<file path="config.mk">
export PLATFORM = sky130hd
export DESIGN_NAME = imem_loader
export DESIGN_NICKNAME = d
export VERILOG_FILES = /design/src/rtl/imem_loader_pkg.sv /design/src/rtl/imem_word_packer.sv /design/src/rtl/imem_loader.sv
export SDC_FILE = /design/constraint.sdc
export NUM_CORES = 1
export LEC_CHECK = 0
export ABC_CLOCK_PERIOD_IN_PS = 2800
export BUFFER_PORTS_ARGS = -buffer_cell sky130_fd_sc_hd__clkbuf_2
export CORE_MARGIN = 2
export CORE_UTILIZATION = 53
export CTS_CLUSTER_SIZE = 8
export DETAILED_ROUTE_END_ITERATION = 7
export PLACE_DENSITY = 0.74
export SYNTH_ARGS = -nofsm -noshare
export SYNTH_HDL_FRONTEND = slang
export SYNTH_SLANG_ARGS = --single-unit
</file>
<file path="constraint.sdc">
create_clock -name clk -period 2.8 [get_ports clk]
set_input_delay 0.42 -clock clk [delete_from_list [all_inputs] [get_ports clk]]
set_output_delay 0.42 -clock clk [all_outputs]
set_load 0.005 [all_outputs]
</file>
<file path="src/rtl/imem_loader_pkg.sv">
// Shared definitions for the instruction-memory loader: FSM states, error codes, word width.
package imem_loader_pkg;

  localparam int INSTR_W = 32;

  typedef enum logic [2:0] {
    ST_IDLE,
    ST_LEN_HI,
    ST_LEN_LO,
    ST_DATA,
    ST_CSUM,
    ST_DONE,
    ST_ERR
  } ld_state_t;

  localparam logic [1:0] ERR_NONE = 2'b00;
  localparam logic [1:0] ERR_CSUM = 2'b01;
  localparam logic [1:0] ERR_LEN  = 2'b10;

endpackage

</file>
<file path="src/rtl/imem_word_packer.sv">
// Big-endian byte-to-word packer; word_vld fires combinationally with the last byte of each word.
module imem_word_packer
  import imem_loader_pkg::*;
#(
  parameter int WORD_BYTES = 4
) (
  input  logic               clk,
  input  logic               reset,
  input  logic               clr,
  input  logic               byte_vld,
  input  logic [7:0]         byte_in,
  output logic               word_vld,
  output logic [INSTR_W-1:0] word
);

  logic [1:0]  cnt_p0;
  logic [23:0] sh_p0;

  always_ff @(posedge clk or negedge reset) begin
    if (!reset) begin
      cnt_p0 <= 2'd0;
    end else if (clr) begin
      cnt_p0 <= 2'd0;
    end else if (byte_vld) begin
      cnt_p0 <= cnt_p0 + 2'd1;
    end
  end

  // Shift register holds the three earlier bytes; the fourth is taken straight from the input.
  always_ff @(posedge clk) begin
    if (byte_vld) begin
      sh_p0 <= {sh_p0[15:0], byte_in};
    end
  end

  assign word_vld = byte_vld && (cnt_p0 == 2'(WORD_BYTES - 1));
  assign word     = {sh_p0, byte_in};

endmodule

</file>
<file path="src/rtl/imem_loader.sv">
// Loads a length-prefixed, XOR-checksummed byte stream into instruction memory; holds the CPU until it verifies.
module imem_loader
  import imem_loader_pkg::*;
#(
  parameter int ADDR_W     = 8,
  parameter int WORD_BYTES = 4
) (
  input  logic               clk,
  input  logic               reset,
  input  logic               start,
  input  logic [7:0]         rx_data,
  input  logic               rx_valid,
  output logic               rx_ready,
  output logic               imem_we,
  output logic [ADDR_W-1:0]  imem_addr,
  output logic [INSTR_W-1:0] imem_wdata,
  output logic               cpu_hold,
  output logic               busy,
  output logic               done,
  output logic [1:0]         err
);

  localparam logic [16:0] MAX_WORDS = 17'(2 ** ADDR_W);

  ld_state_t          state;
  logic [7:0]         len_hi;
  logic [15:0]        len;
  logic [16:0]        wcnt;
  logic [7:0]         acc;
  logic               hs;
  logic               idle_like;
  logic [15:0]        n_in;
  logic               word_vld;
  logic [INSTR_W-1:0] word;

  assign hs        = rx_valid && rx_ready;
  assign idle_like = (state == ST_IDLE) || (state == ST_DONE) || (state == ST_ERR);
  assign n_in      = {len_hi, rx_data};

  imem_word_packer #(
    .WORD_BYTES(WORD_BYTES)
  ) u_packer (
    .clk     (clk),
    .reset   (reset),
    .clr     (start && idle_like),
    .byte_vld(hs && (state == ST_DATA)),
    .byte_in (rx_data),
    .word_vld(word_vld),
    .word    (word)
  );

  always_ff @(posedge clk or negedge reset) begin
    if (!reset) begin
      state      <= ST_IDLE;
      rx_ready   <= 1'b0;
      imem_we    <= 1'b0;
      imem_addr  <= '0;
      imem_wdata <= '0;
      cpu_hold   <= 1'b1;
      busy       <= 1'b0;
      done       <= 1'b0;
      err        <= ERR_NONE;
      len_hi     <= 8'd0;
      len        <= 16'd0;
      wcnt       <= 17'd0;
      acc        <= 8'd0;
    end else begin
      imem_we <= 1'b0;
      if (hs && (state != ST_CSUM)) begin
        acc <= acc ^ rx_data;
      end
      case (state)
        ST_IDLE, ST_DONE, ST_ERR: begin
          if (start) begin
            state    <= ST_LEN_HI;
            rx_ready <= 1'b1;
            cpu_hold <= 1'b1;
            busy     <= 1'b1;
            done     <= 1'b0;
            err      <= ERR_NONE;
            len      <= 16'd0;
            wcnt     <= 17'd0;
            acc      <= 8'd0;
          end
        end
        ST_LEN_HI: begin
          if (hs) begin
            len_hi <= rx_data;
            state  <= ST_LEN_LO;
          end
        end
        ST_LEN_LO: begin
          if (hs) begin
            len <= n_in;
            // Length is vetted before any write, so the word index can never wrap.
            if ({1'b0, n_in} > MAX_WORDS) begin
              state    <= ST_ERR;
              err      <= ERR_LEN;
              busy     <= 1'b0;
              rx_ready <= 1'b0;
            end else if (n_in == 16'd0) begin
              state <= ST_CSUM;
            end else begin
              state <= ST_DATA;
            end
          end
        end
        ST_DATA: begin
          if (word_vld) begin
            imem_we    <= 1'b1;
            imem_addr  <= wcnt[ADDR_W-1:0];
            imem_wdata <= word;
            wcnt       <= wcnt + 17'd1;
            if ((wcnt + 17'd1) == {1'b0, len}) begin
              state <= ST_CSUM;
            end
          end
        end
        ST_CSUM: begin
          if (hs) begin
            rx_ready <= 1'b0;
            busy     <= 1'b0;
            if (rx_data == acc) begin
              state    <= ST_DONE;
              done     <= 1'b1;
              cpu_hold <= 1'b0;
            end else begin
              state <= ST_ERR;
              err   <= ERR_CSUM;
            end
          end
        end
        default: state <= ST_IDLE;
      endcase
    end
  end

endmodule

</file>
==> flow_summary.json, run 1 <==
{
  "cp-startpoint": "wcnt[1]$_DFFE_PN0P_",
  "cts_tree": "built",
  "setup.reg_to_reg.worst_slack_ns": 0.21,
  "ioPinCount": 59,
  "grt_pass1_vias": 4372,
  "placement_rows": 37,
  "timing.critical_path.fanout_max": 7,
  "synth_cell_area_um2": 5644,
  "synthesis.nets": 604,
  "timing.critical_path.from_type": "register",
  "critical_path.cell_chain": "ha_2 > and4_4 > nand2_1 > or4_1 > a2111o_1 > a211oi_1 > and4_1 > o21ai_0",
  "number_of_antenna_violations_at_the_first_check_in_global_routing": 0,
  "status": "finished, final reports clean",
  "clock_tree.htree_level_count": 4,
  "synth.avg_cell_area_um2": 9.566,
  "start_util": 0.5467,
  "clock_latency_on_the_worst_skew_pair_ns": 0.51,
  "dr.first_iter.drc_count": 225,
  "timing_max_transition_violations_final": 0,
  "post_cts.repair.setup_buffers": 0,
  "flow.area_growth_from_synthesis_pct": 17.98,
  "clock_tree.buffer_depth": 2,
  "worst_slew_pin_slew_ns": 0.9966,
  "slew_headroom": 0.3332,
  "place_congestion": 0.8866,
  "synth-seq-area-share": 0.5713,
  "timing.final.crit_period_ns": 2.594,
  "post_synth_main_area_contributors": "dfrtp_1 44%, edfxtp_1 13%, nand2_1 13%, o21ai_0 3.7%, xnor2_1 3.1%",
  "clkSinkCount": 124,
  "cpMaxStageDelayCell": "dfrtp_1",
  "drive_above_1_share": 0.1815,
  "yosys_most_used_dff": "dfrtp_1",
  "hold_path_class": "primary input to register",
  "cts-buffers-inserted": 17,
  "netlist.area_leader.share": 0.4389,
  "synth_enable_flop_cells": 24,
  "insertedDiodeCount": 0,
  "grt_first_pass_wirelength_um": 21570,
  "arrival_ns": 2.96,
  "hpwl_um": 8357,
  "vdd.ir_drop.worst_uv": 606.8,
  "grt_setup_unrepaired": "no",
  "clock_skew_ns": 0.008686,
  "worst_r2r_endpoint": "state[1]$_DFFE_PN0P_",
  "setup_viol": 0,
  "maximum_number_of_pins_on_one_net_before_global_route_repair": 60,
  "design.die.area_um2": 11490,
  "path_clk_slew_ns": 0.06,
  "die_width_um": 107.2,
  "synthTopCellsByCount": "192 x nand2_1, 99 x dfrtp_1, 42 x o21ai_0",
  "fp.coreArea_um2": 10320,
  "crit_path_max_incr_delay_ns": 0.45,
  "min_path_cells": 3,
  "timing_worst_setup_path_type": "register to register",
  "worst_hold_path.endpoint": "imem_wdata[7]$_DFFE_PN0P_",
  "route.detailed.vias_per_inst": 5.472,
  "port_buffers": 58,
  "ff2ff_path_depth": 8,
  "postRouteAntennaNets": 0,
  "ctsRootBufferMaster": "clkbuf_8",
  "ys_async_sr_fraction": 0.8065,
  "rr_startpoint": "wcnt[1]$_DFFE_PN0P_",
  "hold_slack_ns": 0.2276,
  "drt_first_pass_iters": 7,
  "yosys.cell_count.top_type": "nand2_1",
  "hp-start": "rx_data[7]",
  "number_of_synthesized_register_bits": 124,
  "floorplan.die.height_um": 107.2,
  "final_nets": 662,
  "power_leakage_nw": 3.127,
  "yosys_warnings": 0,
  "synthesis.instances": 590,
  "detail_route.drc_violations": 0,
  "totalNegativeSetupSlack_ns": 0,
  "synthDistinctLibCells": 53,
  "routed_wl_um": 12780,
  "fmax_ghz": 0.3856,
  "detail_route.wl_per_cell_um": 16.04,
  "vias": 4361,
  "finalHoldViolCount": 0,
  "p_per_area_nw_per_um2": 978.9,
  "maxCapViolations": 0,
  "fin_crit_sh": 0.9263,
  "netlist.top_cell.by_area": "dfrtp_1",
  "crit_path_end_kind": "register",
  "critical_path_required_ns": 3.16,
  "global_route.usage.total": 0.2419,
  "grt.overflow.total": 0
}
## critical path: cells and delay by family (launching register included)
| kind | cells | cell delay (ns) |
|---|---|---|
| AOI/OAI and AO/OA | 3 | 0.64 |
| adders and majority gates | 1 | 0.28 |
| DFF | 1 | 0.45 |
| and+or+nand+nor | 4 | 1.09 |
## state kept, by name, summed over array words and instances (netlist names)
name	count
len	16
state	3
cpu_hold	1
busy	1
imem_addr	8
u_packer.cnt_p0	2
u_packer.sh_p0	24
err	2
done	1
len_hi	8
imem_we	1
wcnt	17
acc	8
imem_wdata	32
## cell type report
type | instances | area [um^2]
clock inverters | 14 | 160.2
fillers | 834 | 3665
clock buffers | 18 | 417.9
repair buffers | 69 | 390.4
multi-input cells | 428 | 2266
inverters | 8 | 30.03
well taps | 136 | 170.2
flip-flops and latches | 124 | 3224
## placed cells by master (no fill, tap or decap), types with 16 or more instances in the layout
cell / instances
edfxtp_1: 24
dfrtp_1: 99
a21oi_1: 22
xnor2_1: 20
o21ai_0: 42
nand2_1: 191
nor2_1: 32
clkbuf_2: 57
clkbuf_16: 16
xor2_1: 17
## repair_timing
item,in CTS,in global routing
endpoints found under the setup margin,0,1
hold buffers,1,0
resized for setup,0,1
endpoints found under the hold margin,19,0
## layer usage
metal / track usage / vias to the layer above / wire (um)
met3: 0.05532 / 15 / 582
li1: - / 2097 / -
met2: 0.3933 / 114 / 6188
met1: 0.3231 / 2135 / 5859
met5: 0 / - / 0
met4: 0.07699 / 0 / 151
## kinds of logic (layout without fill, tap and decap cells)
| logic type | count (synthesis) | in the layout | synth area share |
|---|---|---|---|
| AND/OR/NAND/NOR | 287 | 287 | 0.2239 |
| XOR/XNOR | 37 | 37 | 0.05742 |
| flip-flops | 124 | 124 | 0.5713 |
| multiplexers | 11 | 11 | 0.02150 |
| adder cells (fa/ha/maj) | 2 | 2 | 0.004433 |
| buffers and inverters | 38 | 109 | 0.02860 |
| AO/OA/AOI/OAI | 91 | 91 | 0.09288 |
## per-stage QoR
| stage | utilization | power (mW) | setup WS, ns | instance area (um^2) | instances |
|---|---|---|---|---|---|
| after floorplan | - | 3.794 | 0.2831 | 5647 | 590 |
| after global placement | 0.5878 | 4.338 | 0.2804 | 6068 | 764 |
| after detailed placement | 0.5878 | 4.425 | 0.2340 | 6068 | 764 |
| after CTS | 0.6448 | 6.571 | 0.1954 | 6656 | 797 |
| after global routing | 0.6450 | 6.935 | 0.04680 | 6659 | 797 |
| final | 0.6450 | 6.518 | 0.2063 | 6659 | 797 |
## worst max-delay path by stage
stage          slack [ns]  cells past startpoint                    to
6_report             0.21                      8  state[1]$_DFFE_PN0P_
5_1_grt              0.05                      8  state[1]$_DFFE_PN0P_
4_1_cts              0.20                      8  state[1]$_DFFE_PN0P_
3_5_place_dp         0.23                      8  state[1]$_DFFE_PN0P_
3_3_place_gp         0.28                      8  state[1]$_DFFE_PN0P_
2_1_floorplan        0.28                      9   wcnt[3]$_DFFE_PN0P_
## where the power goes
group | switching (mW) | leakage [nW] | internal, mW
clock | 0.840 | 0.275 | 1.28
sequential | 0.423 | 1.53 | 2.41
combinational | 0.845 | 1.33 | 0.715
total | 2.11 | 3.13 | 4.41
No activity file was read; power rests on OpenSTA's default activity.
==> run 2: changes to the inputs <==
Settings changed: ABC_CLOCK_PERIOD_IN_PS 2800 to not set, CORE_MARGIN 2 to 4.
==> run 2 against run 1 <==
Effect of this change:
- largest cell class unchanged
- sequential power about the same
- critical path depth did not move
- fmax fell by 1.7%
- largest power group unchanged
- critical path type unchanged
- core utilization decreased by 0.69 points
- first-iteration DRC count up 33%
- worst hold slack gained 0.0052 ns
==> flow_summary.json, run 2 (synthesis gave the netlist of run 1 again) <==
{
  "design.die.area_um2": 12360,
  "totalNegativeSetupSlack_ns": 0,
  "gr-usage-met2": 0.3683,
  "timing_worst_setup_path_type": "register to register",
  "multi_input_comb_area_um2": 2266,
  "crit_path_end_kind": "register",
  "cpMaxStageDelayCell": "dfrtp_1",
  "finalHoldViolCount": 0,
  "grt_setup_unrepaired": "no",
  "drive_above_1_share": 0.1745,
  "timing.critical_path.fanout_max": 7,
  "critical_path_required_ns": 3.16,
  "worst_slew_pin_slew_ns": 1.048,
  "p_per_area_nw_per_um2": 978.8,
  "maximum_number_of_pins_on_one_net_before_global_route_repair": 64,
  "vdd.ir_drop.worst_uv": 651.3,
  "number_of_antenna_violations_at_the_first_check_in_global_routing": 0,
  "clock_latency_on_the_worst_skew_pair_ns": 0.52,
  "grt_first_pass_wirelength_um": 22330,
  "clock_tree.htree_level_count": 4,
  "power_leakage_nw": 3.108,
  "slew_headroom": 0.2986,
  "worst_r2r_endpoint": "state[1]$_DFFE_PN0P_",
  "detail_route.drc_violations": 0,
  "timing_max_transition_violations_final": 0,
  "final_nets": 660,
  "insertedDiodeCount": 0,
  "status": "finished, final reports clean",
  "crit_path_max_incr_delay_ns": 0.44,
  "flow.area_growth_from_synthesis_pct": 17.25,
  "floorplan.die.height_um": 111.2,
  "design_power_total_mw": 6.478,
  "grt.met3_usage": 0.04967,
  "drt_first_pass_iters": 5,
  "route.detailed.vias_per_inst": 5.482,
  "post_cts.repair.setup_buffers": 0,
  "port_buffers": 58,
  "postRouteAntennaNets": 0,
  "grt.overflow.total": 0,
  "timing.critical_path.from_type": "register",
  "arrival_ns": 3.00,
  "clock_skew_ns": 0.01296,
  "global_route.peak_usage_layer": "met2",
  "place_congestion": 0.8850,
  "cts_tree": "built",
  "max_flop_register": "imem_wdata",
  "maxCapViolations": 0,
  "setup_viol": 0,
  "register_area_um2": 3224,
  "fp.coreArea_um2": 10370,
  "timing.final.crit_period_ns": 2.638,
  "dr.first_iter.drc_count": 300,
  "setup.reg_to_reg.worst_slack_ns": 0.16,
  "hp-start": "rx_data[1]",
  "clock_tree.buffer_depth": 2,
  "vias": 4358,
  "path_clk_slew_ns": 0.06,
  "layout.cells.most_common": "nand2_1",
  "hpwl_um": 8391,
  "mostFrequentLayoutCells": "191 x nand2_1, 99 x dfrtp_1, 57 x clkbuf_2",
  "fin_crit_sh": 0.9421,
  "clkSinkCount": 124,
  "detail_route.wl_per_cell_um": 16.72,
  "fmax_ghz": 0.3791,
  "largest_registers": "imem_wdata (32), u_packer.sh_p0 (24), wcnt (17)",
  "grt_pass1_vias": 4471,
  "global_route.usage.total": 0.2250,
  "ioPinCount": 59,
  "num-fill-cells": 811,
  "die_width_um": 111.2,
  "cts-buffers-inserted": 17,
  "rr_startpoint": "wcnt[1]$_DFFE_PN0P_",
  "placement_rows": 37,
  "min_path_cells": 3,
  "worst_hold_path.endpoint": "imem_wdata[1]$_DFFE_PN0P_",
  "largest_register_ff_count": 32,
  "critical_path.cell_chain": "ha_2 > and4_4 > nand2_1 > or4_1 > a2111o_1 > a211oi_1 > and4_1 > o21ai_0",
  "hold_path_class": "primary input to register",
  "ff2ff_path_depth": 8,
  "met1_usage": 0.2968,
  "routed_wl_um": 13300,
  "ctsRootBufferMaster": "clkbuf_8",
  "start_util": 0.5443
}
==> run 2: timing repair <==
item                                    in CTS  in global routing
gates resized for setup                      0                  1
hold buffers                                 1                  0
endpoints found under the setup margin       0                  1
endpoints found under the hold margin       36                  0
==> run 2: per-layer routing <==
layer / part of all wire / up-vias
met3: 0.050 / 10
met2: 0.51 / 113
li1: - / 2106
met5: 0 / -
met4: 0.0058 / 0
met1: 0.43 / 2129
==> run 2: worst max path at each step <==
stage                         start                   end  slack, ns
2_1_floorplan  state[0]$_DFFE_PN0P_   wcnt[3]$_DFFE_PN0P_       0.28
3_3_place_gp    wcnt[1]$_DFFE_PN0P_  state[1]$_DFFE_PN0P_       0.30
3_5_place_dp    wcnt[1]$_DFFE_PN0P_  state[1]$_DFFE_PN0P_       0.17
4_1_cts         wcnt[1]$_DFFE_PN0P_  state[1]$_DFFE_PN0P_       0.16
5_1_grt         wcnt[1]$_DFFE_PN0P_  state[1]$_DFFE_PN0P_       0.03
6_report        wcnt[1]$_DFFE_PN0P_  state[1]$_DFFE_PN0P_       0.16
==> run 2: through the flow <==
step,cell area (um^2),setup WS [ns],std cells,util,hold WS [ns]
3_5_place_dp,6053,0.1737,762,0.5837,0.4213
3_3_place_gp,6053,0.3047,762,0.5837,0.4121
4_1_cts,6615,0.1607,795,0.6379,0.2135
5_1_grt,6618,0.02783,795,0.6382,0.2285
6_report,6618,0.1621,795,0.6382,0.2328
2_1_floorplan,5647,0.2831,590,-,0.1244
==> run 2: layout make-up <==
class                      instances  share of cell area
clock buffer                      21             0.06485
timing repair buffer              67             0.05672
sequential                       124              0.4872
inverter                           8            0.004538
clock inverter                    11             0.01853
tap                              136             0.02571
multi-input combinational        428              0.3424
==> run 2: critical path, delay by kind of cell, from the launching register on <==
kind,cells,cell delay (ns)
adders and majority gates,1,0.28
and+or+nand+nor,4,1.11
DFF,1,0.44
AOI/OAI and AO/OA,3,0.65
==> run 2: where the power goes <==
group	switching [mW]	internal, mW	leakage [nW]
Clock	0.770	1.26	0.266
Combinational	0.874	0.715	1.32
Sequential	0.443	2.41	1.53
Total	2.09	4.39	3.11
